### config.mk
export PLATFORM = sky130hd
export DESIGN_NAME = hyst_threshold
export DESIGN_NICKNAME = d
export VERILOG_FILES = /design/src/rtl/canny_pkg.sv /design/src/rtl/hyst_threshold_line_buf.sv /design/src/rtl/hyst_threshold.sv
export SDC_FILE = /design/constraint.sdc
export NUM_CORES = 1
export LEC_CHECK = 0
export CELL_PAD_IN_SITES_DETAIL_PLACEMENT = 0
export CELL_PAD_IN_SITES_GLOBAL_PLACEMENT = 1
export CORE_ASPECT_RATIO = 1.75
export CORE_UTILIZATION = 49
export DETAILED_ROUTE_END_ITERATION = 10
export PLACE_DENSITY_LB_ADDON = 0.1
export REMOVE_ABC_BUFFERS = 1
export SYNTH_ARGS = -nofsm -noshare
export SYNTH_HDL_FRONTEND = slang
export SYNTH_SLANG_ARGS = --single-unit
export TNS_END_PERCENT = 100
### constraint.sdc
create_clock -name clk_p_i -period 2.2 [get_ports clk_p_i]
set_input_delay 0.44 -clock clk_p_i [delete_from_list [all_inputs] [get_ports clk_p_i]]
set_output_delay 0.44 -clock clk_p_i [all_outputs]
set_load 0.01 [all_outputs]
### src/rtl/canny_pkg.sv
// Shared types for the Canny edge pipeline.
//
// Contents:
//   PIX_W, ANG_W : magnitude and gradient-direction widths
//   CLS_W, cls_e : 2-bit pixel class (NONE / WEAK / STRONG)
//   col_t        : one 3-high column of classes in the hysteresis window
//   state_e      : hysteresis sequencing states
//   classify()   : double-threshold classification of one magnitude
package canny_pkg;

    localparam int PIX_W = 5;
    localparam int ANG_W = 2;
    localparam int CLS_W = 2;

    typedef enum logic [CLS_W-1:0] {
        ClsNone   = 2'b00,
        ClsWeak   = 2'b01,
        ClsStrong = 2'b10
    } cls_e;

    // One window column: top = row above centre, bot = row below centre.
    typedef struct packed {
        cls_e top;
        cls_e mid;
        cls_e bot;
    } col_t;

    typedef enum logic [1:0] {
        StIdle,
        StFill,
        StRun,
        StFlush
    } state_e;

    function automatic cls_e classify(input logic [PIX_W-1:0] px,
                                      input logic [PIX_W-1:0] th_high,
                                      input logic [PIX_W-1:0] th_low);
        cls_e cls;
        cls = ClsNone;
        if (px >= th_high) begin
            cls = ClsStrong;
        end else if (px >= th_low) begin
            cls = ClsWeak;
        end
        return cls;
    endfunction

endpackage

### src/rtl/hyst_threshold_line_buf.sv
// hyst_line_buf: DEPTH-deep shift register of 2-bit pixel classes.
// cls_o is the class shifted in DEPTH shifts ago (one image row of delay).
//
// Ports:
//   clk_p_i    : clock, rising edge
//   reset_n_i  : asynchronous active-low reset, clears contents to NONE
//   shift_en_i : shift one position this cycle
//   cls_i      : class entering the buffer
//   cls_o      : oldest class (leaves on the next shift)
module hyst_line_buf
    import canny_pkg::*;
#(
    parameter int unsigned DEPTH = 10
) (
    input  logic             clk_p_i,
    input  logic             reset_n_i,
    input  logic             shift_en_i,
    input  logic [CLS_W-1:0] cls_i,
    output logic [CLS_W-1:0] cls_o
);

    logic [CLS_W-1:0] mem_q [DEPTH];

    always_ff @(posedge clk_p_i or negedge reset_n_i) begin
        if (!reset_n_i) begin
            for (int i = 0; i < DEPTH; i++) begin
                mem_q[i] <= ClsNone;
            end
        end else if (shift_en_i) begin
            mem_q[0] <= cls_i;
            for (int i = 1; i < DEPTH; i++) begin
                mem_q[i] <= mem_q[i-1];
            end
        end
    end

    assign cls_o = mem_q[DEPTH-1];

endmodule

### src/rtl/hyst_threshold.sv
// hyst_threshold: double threshold + single-pass 8-neighbour hysteresis on the
// thinned magnitude stream from nonMax. Emits a 1-bit edge map in raster order
// with a latency of IMG_W+1 accepts, and flushes the last IMG_W+1 pixels of each
// frame by itself (busy_o high, inputs ignored).
//
// Optional build macro HYST_THR_PORT_EN: adds th_high_i / th_low_i, sampled on
// the first accept of a frame and held for the frame (HIGH_TH / LOW_TH unused).
//
// Ports:
//   clk_p_i      : clock, rising edge
//   reset_n_i    : asynchronous active-low reset (aborts the frame)
//   pixel_in_i   : NMS magnitude
//   enable_i     : pixel_in_i valid
//   th_high_i    : strong threshold (HYST_THR_PORT_EN only)
//   th_low_i     : weak threshold (HYST_THR_PORT_EN only)
//   edge_o       : edge decision for the current output pixel
//   readable_o   : edge_o valid this cycle
//   busy_o       : flushing; enable_i ignored
//   frame_done_o : pulses with the last output of a frame
module hyst_threshold
    import canny_pkg::*;
#(
    parameter int unsigned IMG_W   = 10,
    parameter int unsigned IMG_H   = 10,
    parameter int unsigned HIGH_TH = 20,
    parameter int unsigned LOW_TH  = 10
) (
    input  logic             clk_p_i,
    input  logic             reset_n_i,
    input  logic [PIX_W-1:0] pixel_in_i,
    input  logic             enable_i,
`ifdef HYST_THR_PORT_EN
    input  logic [PIX_W-1:0] th_high_i,
    input  logic [PIX_W-1:0] th_low_i,
`endif
    output logic             edge_o,
    output logic             readable_o,
    output logic             busy_o,
    output logic             frame_done_o
);

    localparam int unsigned COL_W = $clog2(IMG_W);
    localparam int unsigned ROW_W = $clog2(IMG_H);

    state_e           state_q, state_d;
    logic [COL_W-1:0] in_col_q, in_col_d, out_col_q, out_col_d;
    logic [ROW_W-1:0] in_row_q, in_row_d, out_row_q, out_row_d;
    col_t             win_ctr_q, win_left_q, new_col;
    logic             edge_q, readable_q, done_q;

    logic             accept, step, emit;
    logic             in_last_col, in_last_row, out_last_col, out_last_row;
    logic             last_in, last_out;
    logic [PIX_W-1:0] th_high, th_low;
    cls_e             in_cls;
    logic [CLS_W-1:0] lb0_cls, lb1_cls;
    logic             has_up, has_dn, has_lt, has_rt, strong_nb, edge_d;

    assign busy_o = (state_q == StFlush);
    assign accept = enable_i && !busy_o;
    // Flush cycles advance the pipeline as if a NONE pixel had arrived.
    assign step   = accept || busy_o;
    assign emit   = (accept && (state_q == StRun)) || busy_o;

    assign in_last_col  = (in_col_q == COL_W'(IMG_W - 1));
    assign in_last_row  = (in_row_q == ROW_W'(IMG_H - 1));
    assign out_last_col = (out_col_q == COL_W'(IMG_W - 1));
    assign out_last_row = (out_row_q == ROW_W'(IMG_H - 1));
    assign last_in      = in_last_col && in_last_row;
    assign last_out     = out_last_col && out_last_row;

`ifdef HYST_THR_PORT_EN
    logic [PIX_W-1:0] th_high_q, th_low_q;

    always_ff @(posedge clk_p_i or negedge reset_n_i) begin
        if (!reset_n_i) begin
            th_high_q <= '0;
            th_low_q  <= '0;
        end else if (accept && (state_q == StIdle)) begin
            th_high_q <= th_high_i;
            th_low_q  <= th_low_i;
        end
    end

    // The frame's first pixel is classified with the values being sampled.
    assign th_high = (state_q == StIdle) ? th_high_i : th_high_q;
    assign th_low  = (state_q == StIdle) ? th_low_i  : th_low_q;
`else
    assign th_high = PIX_W'(HIGH_TH);
    assign th_low  = PIX_W'(LOW_TH);
`endif

    assign in_cls = busy_o ? ClsNone : classify(pixel_in_i, th_high, th_low);

    hyst_line_buf #(
        .DEPTH (IMG_W)
    ) u_lb0 (
        .clk_p_i    (clk_p_i),
        .reset_n_i  (reset_n_i),
        .shift_en_i (step),
        .cls_i      (in_cls),
        .cls_o      (lb0_cls)
    );

    hyst_line_buf #(
        .DEPTH (IMG_W)
    ) u_lb1 (
        .clk_p_i    (clk_p_i),
        .reset_n_i  (reset_n_i),
        .shift_en_i (step),
        .cls_i      (lb0_cls),
        .cls_o      (lb1_cls)
    );

    // 3x3 window = {win_left_q, win_ctr_q, new_col}. new_col is the right-hand
    // column formed by the incoming pixel and the two line-buffer taps, so the
    // decision for the centre pixel is ready at the accept edge.
    always_comb begin
        new_col     = '{top: ClsNone, mid: ClsNone, bot: ClsNone};
        new_col.top = cls_e'(lb1_cls);
        new_col.mid = cls_e'(lb0_cls);
        new_col.bot = in_cls;
    end

    // Neighbour masks derived from the output (centre) position. Masked
    // columns/rows may hold stale or wrapped data, which is never looked at.
    always_comb begin
        has_up    = (out_row_q != '0);
        has_dn    = !out_last_row;
        has_lt    = (out_col_q != '0);
        has_rt    = !out_last_col;
        strong_nb = 1'b0;
        if (has_lt) begin
            strong_nb = strong_nb || (has_up && (win_left_q.top == ClsStrong))
                                  || (win_left_q.mid == ClsStrong)
                                  || (has_dn && (win_left_q.bot == ClsStrong));
        end
        strong_nb = strong_nb || (has_up && (win_ctr_q.top == ClsStrong))
                              || (has_dn && (win_ctr_q.bot == ClsStrong));
        if (has_rt) begin
            strong_nb = strong_nb || (has_up && (new_col.top == ClsStrong))
                                  || (new_col.mid == ClsStrong)
                                  || (has_dn && (new_col.bot == ClsStrong));
        end
        edge_d = (win_ctr_q.mid == ClsStrong) || ((win_ctr_q.mid == ClsWeak) && strong_nb);
    end

    always_comb begin
        state_d   = state_q;
        in_col_d  = in_col_q;
        in_row_d  = in_row_q;
        out_col_d = out_col_q;
        out_row_d = out_row_q;

        if (accept) begin
            if (in_last_col) begin
                in_col_d = '0;
                in_row_d = in_last_row ? '0 : in_row_q + ROW_W'(1);
            end else begin
                in_col_d = in_col_q + COL_W'(1);
            end
        end

        if (emit) begin
            if (out_last_col) begin
                out_col_d = '0;
                out_row_d = out_last_row ? '0 : out_row_q + ROW_W'(1);
            end else begin
                out_col_d = out_col_q + COL_W'(1);
            end
        end

        unique case (state_q)
            StIdle: begin
                if (accept) state_d = StFill;
            end
            StFill: begin
                // Accept k = IMG_W: row 1, col 0.
                if (accept && (in_row_q == ROW_W'(1)) && (in_col_q == '0)) state_d = StRun;
            end
            StRun: begin
                if (accept && last_in) state_d = StFlush;
            end
            StFlush: begin
                if (last_out) state_d = StIdle;
            end
            default: state_d = StIdle;
        endcase
    end

    always_ff @(posedge clk_p_i or negedge reset_n_i) begin
        if (!reset_n_i) begin
            state_q    <= StIdle;
            in_col_q   <= '0;
            in_row_q   <= '0;
            out_col_q  <= '0;
            out_row_q  <= '0;
            win_ctr_q  <= '{top: ClsNone, mid: ClsNone, bot: ClsNone};
            win_left_q <= '{top: ClsNone, mid: ClsNone, bot: ClsNone};
            edge_q     <= 1'b0;
            readable_q <= 1'b0;
            done_q     <= 1'b0;
        end else begin
            state_q    <= state_d;
            in_col_q   <= in_col_d;
            in_row_q   <= in_row_d;
            out_col_q  <= out_col_d;
            out_row_q  <= out_row_d;
            if (step) begin
                win_left_q <= win_ctr_q;
                win_ctr_q  <= new_col;
            end
            readable_q <= emit;
            edge_q     <= emit && edge_d;
            done_q     <= emit && last_out;
        end
    end

    assign edge_o       = edge_q;
    assign readable_o   = readable_q;
    assign frame_done_o = done_q;

endmodule

# Word level (Yosys, flattened, before mapping)
# Cells that the tools add are included.
# W data, S select, Z words.
[word_totals]
output_inout_bits = 4
word_cells = 107
in_bits = 8
rom_bits = 0
regBits = 65
ram_bits = 0
latch_bits = 0
mem_count = 0
[classes]
n_bitwise = 0
multipliers = 0
n_eq_ne = 22
mux = 14
n_addsub = 4
n_lt_le_gt_ge = 2
shifts = 0
n_reduce_logical = 35
n_div = 0
[op_table]
columns = ["operator", "n"]
rows = [
  ["$eq A2 B2 Y1 const B", 11],
  ["$add A4 B1 Y4 const B", 4],
  ["$eq A4 B4 Y1 const B", 4],
  ["$logic_and A1 B1 Y1", 16],
  ["$mux W4", 4],
  ["$mux W2", 6],
  ["$logic_or A1 B1 Y1", 10],
  ["$pmux W2 S4", 1],
  ["$reduce_bool A4 Y1", 2],
  ["$ge A5 B4 Y1 const B", 1],
  ["$ge A5 B5 Y1 const B", 1],
  ["$eq A2 B1 Y1 const B", 2],
  ["$eq A4 B1 Y1 const B", 1],
  ["$logic_not A4 Y1", 1],
  ["$ne A2 B1 Y1 const B", 2],
  ["$ne A2 B2 Y1 const B", 2],
  ["$reduce_and A2 Y1", 2],
  ["$reduce_and A4 Y1", 1],
  ["$mux W1", 3],
  ["$logic_not A1 Y1", 2],
  ["$logic_not A2 Y1", 1],
]

# Depth between registers and ports, before layout
# Gate-level depths: netlist of run 1.
[depth]
word_depth = 14
depth_mapped = 8
depth_no_buf = 7

# Modules after synthesis
# A second synthesis of run 1 with hierarchy kept.
[unflattened]
cells_unflattened = 246
hier_area_um2 = 3373.2
[by_module_without_submodules]
columns = ["module", "area_each_um2", "seq_area_each_um2", "cells_each", "n_inst"]
rows = [
  ["hyst_threshold", 1696.6, 825.8, 158, 1],
  ["hyst_line_buf", 838.3, 500.5, 44, 2],
]

# Worst setup path before layout of run 1
# OpenSTA, ideal clock, no wires.
[synth_path]
path_type = "reg2reg"
start = "register state_q[0]"
end = "register state_q[1]"
path_stages_with_launch = 7
synth_period_minus_slack_ns = 1.988
required_ns = 2.075
setup_ns = 0.125
t_arrival_ns = 1.863
path_slack_ns = 0.212
path_buffers = 1
path_cell_list = "dfrtp_1 -> ha_1 -> buf_4 -> nand3b_2 -> o41ai_2 -> nand4_2 -> mux2_4"
[synth_via]
elab_chain_len = 7
word_cells_on_any_way = 15
classes_between = "eq/ne: 7; mux: 1; reduce/logical: 7"
[synth_lines]
columns = ["element", "line_no", "text"]
rows = [
  ["start: declaration", "hyst_threshold.sv:45", "state_e state_q, state_d;"],
  ["start signal: assignment", "hyst_threshold.sv:193", "state_q <= StIdle;"],
  ["start signal: assignment", "hyst_threshold.sv:204", "state_q <= state_d;"],
  ["$eq A2 B2 Y1 *", "hyst_threshold.sv:59", "assign busy_o = (state_q == StFlush);"],
  ["named net busy_o", "hyst_threshold.sv:38", "output logic busy_o,"],
  ["$logic_not A1 Y1", "hyst_threshold.sv:60", "assign accept = enable_i && !busy_o;"],
  ["$logic_and A1 B1 Y1", "hyst_threshold.sv:60", ""],
  ["$logic_and A1 B1 Y1 (2 in series)", "hyst_threshold.sv:179", "if (accept && (in_row_q == ROW_W'(1)) && (in_col_q == '0)) state_d = StRun;"],
  ["$ne A2 B2 Y1 (no line)", "n/a", ""],
  ["$reduce_and A4 Y1 (no line)", "n/a", ""],
]
# Mark *: on every way through the listed nets, which the timed path passes. The rest lies on a longest branch.
# A chain may end at the register's enable or synchronous reset.

# Worst setup path in the final report of run 1
[layout_path]
start = "register state_q[0]"
end = "output port busy_o"
[layout_via]
elab_chain_len = 1
[layout_lines]
columns = ["element", "line_no"]
rows = [
  ["$eq A2 B2 Y1", "hyst_threshold.sv:59"],
  ["end: declaration", "hyst_threshold.sv:38"],
]
# Every way passes these cells.

==> results of run 1 <==
==> layout by cell type (no fill, tap or decap), types with 2 or more instances in the layout <==
cell and count:
xor2_1 2, inv_1 14, nand2_1 7, ha_1 4
clkdlybuf4s50_1 9, o21ai_0 13, dfrtp_1 65, nor3_1 3
mux2_2 40, nor4_1 3, o32ai_1 2, mux2i_1 2
buf_4 8, nand4bb_1 2, nand3_1 2, nand2b_1 2
a21oi_1 6, nand4_1 3, clkbuf_8 15, xnor2_1 6
nor2_1 10, nor2b_1 5, nor3b_1 4, buf_12 2
==> cell families after synthesis <==
logic type / Yosys count / share of synthesized area [%]
flip-flops: 65 / 56.0
AND/OR/NAND/NOR: 55 / 11.9
multiplexers: 43 / 16.7
AO/OA/AOI/OAI: 31 / 7.67
buffers and inverters: 23 / 3.53
XOR/XNOR: 8 / 2.41
adder cells (fa/ha/maj): 4 / 1.72
==> timing repair <==
action,CTS,global route
endpoints found under the setup margin,0,1
buffers inserted,0,1
hold endpoints to repair,0,0
==> worst register-to-register path: stages, from the launching register on <==
cell	delay (ps)
dfrtp_1	410
ha_1	240
buf_4	180
nand2b_1	210
o31ai_4	280
nand4_2	150
mux2_4	330
==> registers in the layout, indices dropped and copies added (netlist names) <==
name and cells:
u_lb1.mem_q 18, u_lb0.mem_q 16, in_col_q 4, in_row_q 4, out_col_q 4, out_row_q 4
win_left_q 4, state_q 2, u_lb0.cls_o 2, u_lb1.cls_o 2, win_ctr_q 2, edge_o 1
frame_done_o 1, readable_o 1
==> routing by layer <==
metal  up-vias  track usage (%)  wire length (um)  share of wire (%)
met5         -                0                 0                  0
met4         0             8.80               106                2.1
met3        11             4.62               113                2.3
met2        21             29.2              2680                 54
met1       903             20.4              2030                 41
li1        855                -                 -                  -
==> power breakdown <==
part | switching, W | total [W] | internal (W)
logic | 0.000700 | 0.00162 | 0.000921
clock network | 0.000418 | 0.00101 | 0.000593
registers | 0.000421 | 0.00213 | 0.00171
total | 0.00154 | 0.00476 | 0.00322
==> final cells by class <==
cell class / count / area (um2)
tap: 76 / 95.1
clock buffer: 15 / 206
timing repair buffer: 20 / 195
inverter: 14 / 52.6
multi-input combinational: 141 / 1180
fill: 477 / 2270
clock inverter: 1 / 5.00
sequential: 65 / 1630
==> path summary, 6_finish.rpt <==
kind,start,to,slack (ps),depth (start not counted)
setup / recovery,state_q[0],busy_o,110,3
hold / removal,reset_n_i,state_q[0],120,1
setup reg to reg,state_q[0],state_q[1],290,6
hold reg to reg,u_lb1.mem_q[11],u_lb1.mem_q[9],500,1
min in group clk_p_i,u_lb1.mem_q[11],u_lb1.mem_q[9],500,1
max in group asynchronous,reset_n_i,u_lb1.mem_q[11],1440,2
==> metrics by stage <==
step                      util (%)  setup slack (ps)
after floorplan                  -              -898
after global placement        55.8               133
after detailed placement      55.8              81.8
after CTS                     59.6              49.3
after global routing          59.7              26.5
final                         59.7               107
==> run_results.csv, run 1 <==
group,metric,value,unit
status,run_status,"finished clean",
routing,routed_wirelength,4940,um
finish,finalNonFillerCells,332,
grt,grt_pass1_wl,8270,um
critical_path,cp_slowest_cell,"clkdlybuf4s50_1",
synth,syn-mean-instance-area,12.7,um2
critical_path,critPathMaxStageDelay,550,ps
synth,netlist_top_cells_count,"dfrtp_1 (65), mux2_2 (40), inv_1 (14)",
synth,post_synth_instance_area,2900,um2
cts,clk_root_buffer_cell,"clkbuf_8",
power_and_ir_drop,peakVddDrop,0.738,mV
cts,clk_transition_reported_paths,70,ps
routing,routed_via_density,5.39,
synth,post_synth_inst_count,229,
power_and_ir_drop,total_power,0.00476,W
cts,cts-resized-gates,0,
routing,initialDrtViolationCount,81,
cts,cts_bufs_inserted,9,
floorplanning,die_outline_height,104,um
finish,drive_above_1_share,30.1,%
synth,ys_top_cells_by_area,"dfrtp_1 (56%), mux2_2 (16%), o21ai_0 (2.2%)",
routing,drt.antenna.violating_nets,0,
timing,final_max_slew_viol_count,0,
synth,synth.most_common_cell,"dfrtp_1",
floorplanning,placementRows,36,
finish,finish.instance_area,3360,um2
cts,cts_htree_levels,3,
timing,hold_slack,117,ps
run,maxCapViolations,0,
placed_design,port_buffers,10,
timing,achievable-frequency,478,MHz
timing,finClkSkew,10.9,ps
critical_path,setup.worst_path.class,"reg -> out",
grt,vias_in_the_first_global_route,1858,
critical_path,critical_path.max_fanout,8,
finish,area.growth.synth_to_final,15.8,%
synth,synth_top_cell_area_share,56.0,%
critical_path,cp_data_required_time,1760,ps
critical_path,worst_setup_path_end_kind,"output port",
synth,yosys_warnings,0,
placed_design,gp_routability_congestion,0.712,
routing,drcViolationCount,0,
finish,n_antenna_cell,0,
placed_design,dpl.hpwl,3510,um
cts,post_cts_hold_buffer_count,0,
grt,grt_start_max_net_pins,46,
synth,synth_top_flop_cell,"dfrtp_1",
placed_design,dpl.cell_count,315,
placed_design,detailed_place.area,3140,um2
critical_path,timing.critical_path.max_delay_family,"buffers and inverters",
critical_path,critPathLaunchType,"register",
power_and_ir_drop,power_per_cell_area,1420,nW/um2
timing,max_slew.worst_pin.slew,625,ps
floorplanning,die_width,60.2,um
timing,timing.final.crit_share,95.1,%
grt,antenna_found_initial,0,
critical_path,cp_data_arrival_time,1650,ps
min_path,class_of_the_tightest_hold_or_removal_check,"in -> async",
routing,wl_per_cell,14.9,um
cts,numClockSinks,65,
synth,synth.ff_latch_count,65,
synth,synth_area_leader_cell,"dfrtp_1",
synth,yosysUniqueCellTypes,48,
synth,yosysSeqAreaShare,56.0,%
synth,asyncSetResetFlopFracSynth,100,%
cts,clock_insertion_delay_worst_skew,330,ps
power_and_ir_drop,static-leakage-power,1.51,nW
timing,report.final.setup_viol,0,
routing,vias,1790,
synth,number_of_enable_flip_flop_cells_after_synthesis,0,
cts,clockBufferDepth,2,
timing,setup_total_negative_slack,0,ps
finish,design.final.nets,263,
critical_path,crit_buf_inv,2,
cts,tritoncts,"yes",
timing,finalHoldViolCount,0,
grt,grt_util_all_layers,17.8,%
floorplanning,placeableCoreArea,5630,um2
floorplanning,initial_core_util,51.6,%
timing,period_minus_slack,2090,ps
routing,firstDrtPassIters,3,
timing,max_slew_margin,58.3,%
floorplanning,die-area,6250,um2
floorplanning,num_io_pins,12,
grt,overflow,0,
timing,unrepaired_setup_endpoints_after_global_routing,"false",
critical_path,crit_path_cell_trace,"ha_1 -> buf_4 -> clkdlybuf4s50_1",
Power figures use the tool's default switching activity.
==> inputs of run 2 (changes only) <==
- SLEW_MARGIN: not set -> 20
==> results of run 2 <==
The final DEF is identical to that of run 1; final timing and power are the same.
==> inputs of run 3 (changes only) <==
- PLACE_DENSITY: not set -> 0.74
- PLACE_DENSITY_LB_ADDON: 0.1 -> not set
==> run_results.csv, run 3 (same netlist as run 1, synthesis figures left out) <==
group,metric,value,unit
routing,drt.antenna.violating_nets,0,
finish,design.final.nets,264,
power_and_ir_drop,static-leakage-power,1.48,nW
cts,cts-resized-gates,0,
power_and_ir_drop,power.internal,0.00305,W
grt,grt_pass1_wl,8660,um
critical_path,timing.reg2reg.worst_path_depth,7,
cts,cts_bufs_inserted,9,
finish,area.growth.synth_to_final,14.5,%
cts,tritoncts,"yes",
min_path,number_of_stages_on_the_worst_hold_path,1,
placed_design,gp_routability_congestion,0.778,
finish,largest_register_ffs,18,
routing,wl_per_cell,15.5,um
power_and_ir_drop,power.switching_fraction,33.6,%
finish,regMostFlops,"u_lb1.mem_q",
power_and_ir_drop,netSwitchingPower,0.00154,W
timing,setup_total_negative_slack,0,ps
timing,unrepaired_setup_endpoints_after_global_routing,"false",
floorplanning,placeableCoreArea,5630,um2
critical_path,critical_path.max_fanout,4,
timing,timing.final.crit_share,89.2,%
floorplanning,initial_core_util,51.6,%
critical_path,worst_setup_path_end_kind,"output port",
routing,vias,1802,
cts,post_cts.repair.setup_buffers,0,
cts,clockBufferDepth,2,
timing,max_slew_margin,66.6,%
cts,clock_insertion_delay_worst_skew,330,ps
floorplanning,num_io_pins,12,
critical_path,worst-r2r-setup-slack,300,ps
critical_path,critPathLaunchType,"register",
grt,grt_start_max_net_pins,46,
power_and_ir_drop,peakVddDrop,0.706,mV
grt,antenna_found_initial,0,
power_and_ir_drop,power_per_cell_area,1380,nW/um2
power_and_ir_drop,share_clk_of_total_power,18.4,%
critical_path,reg2reg_from,"state_q[1]",
routing,drcViolationCount,0,
grt,vias_in_the_first_global_route,1922,
placed_design,port_buffers,10,
timing,report.final.setup_viol,0,
grt,grt_util_all_layers,19.1,%
timing,max_slew.worst_pin.slew,495,ps
routing,firstDrtPassIters,4,
timing,final_max_slew_viol_count,0,
power_and_ir_drop,power_frac_seq,46.6,%
finish,finish.instance_area,3320,um2
placed_design,pre_cts_slack,40.5,ps
floorplanning,die_width,60.2,um
status,run_status,"finished clean",
cts,cts_htree_levels,3,
critical_path,cp_data_required_time,1760,ps
finish,n_antenna_cell,0,
min_path,hold_path_startpoint,"u_lb1.mem_q[3]",
placed_design,detailed_place.area,3150,um2
timing,finClkSkew,5.94,ps
cts,numClockSinks,65,
timing,hold_slack,499,ps
routing,routed_wirelength,5140,um
timing,period_minus_slack,1960,ps
floorplanning,die-area,6250,um2
min_path,min_to,"u_lb1.cls_o[1]",
timing,achievable-frequency,510,MHz
timing,post-route-worst-setup-slack,239,ps
routing,routed_via_density,5.43,
finish,layout.cells.most_common_list,"dfrtp_1 (65), mux2_2 (40), inv_1 (14)",
floorplanning,placementRows,36,
critical_path,cp_data_arrival_time,1520,ps
run,maxCapViolations,0,
timing,finalHoldViolCount,0,
floorplanning,die_outline_height,104,um
finish,most_common_cell_after_layout_fill_and_taps_aside,"dfrtp_1",
placed_design,dpl.hpwl,3790,um
finish,largestRegisters,"u_lb1.mem_q (18), u_lb0.mem_q (16)",
critical_path,setup.worst_path.class,"reg -> out",
finish,drive_above_1_share,28.9,%
routing,initialDrtViolationCount,54,
cts,clk_transition_reported_paths,60,ps
cts,clk_root_buffer_cell,"clkbuf_8",
critical_path,critical_path.reg2reg.endpoint,"in_row_q[3]",
min_path,class_of_the_tightest_hold_or_removal_check,"reg -> reg",
power_and_ir_drop,comb_power_share,35.0,%
grt,overflow,0,
-- run 3: how the worst max path moves through the flow --
stage | from | endpoint | slack (ps) | cells past startpoint
after floorplan | state_q[0] | u_lb0.cls_o[0] | -900 | 3
after global placement | enable_i | in_row_q[3] | 90 | 7
after detailed placement | enable_i | in_row_q[3] | 40 | 7
after CTS | state_q[1] | busy_o | 240 | 2
after global routing | state_q[1] | in_row_q[3] | 140 | 7
final | state_q[1] | busy_o | 240 | 2
-- run 3: layout make-up --
class | instances | area (um2)
clock buffer | 12 | 145
clock inverter | 3 | 17.5
fill | 480 | 2310
inverter | 14 | 52.6
multi-input combinational | 141 | 1180
sequential | 65 | 1630
tap | 76 | 95.1
timing repair buffer | 21 | 205
-- run 3: worst max-delay path: stages (launching register included) --
cell	delay [ps]
dfrtp_1	420
ha_1	220
clkdlybuf4s50_1	540
-- run 3: per-layer routing --
metal,routed length [um],global-route usage [%],vias to the layer above
met4,88,7.48,0
met3,135,5.62,6
met5,0,0,-
met1,1960,18.9,918
met2,2950,34.7,26
li1,-,-,852
-- run 3: metrics by stage --
stage | util, % | power [W] | std cells
floorplan | - | 0.00322 | 220
global placement | 56.0 | 0.00362 | 316
detailed placement | 56.0 | 0.00378 | 316
CTS | 59.0 | 0.00465 | 332
global route | 59.0 | 0.00490 | 332
finish | 59.0 | 0.00459 | 332
-- run 3: timing repair --
action	in CTS	in global routing
hold buffers	1	0
endpoints found under the hold margin	10	0
setup endpoints to repair	0	0
-- run 3: power by group through the flow --
stage / registers [W] / clock network (W) / logic (W)
finish: 0.00214 / 0.000845 / 0.00161
global route: 0.00221 / 0.000915 / 0.00177
CTS: 0.00214 / 0.000879 / 0.00163
detailed placement: 0.00216 / 0 / 0.00162
global placement: 0.00210 / 0 / 0.00152
floorplan: 0.00202 / 0 / 0.00121
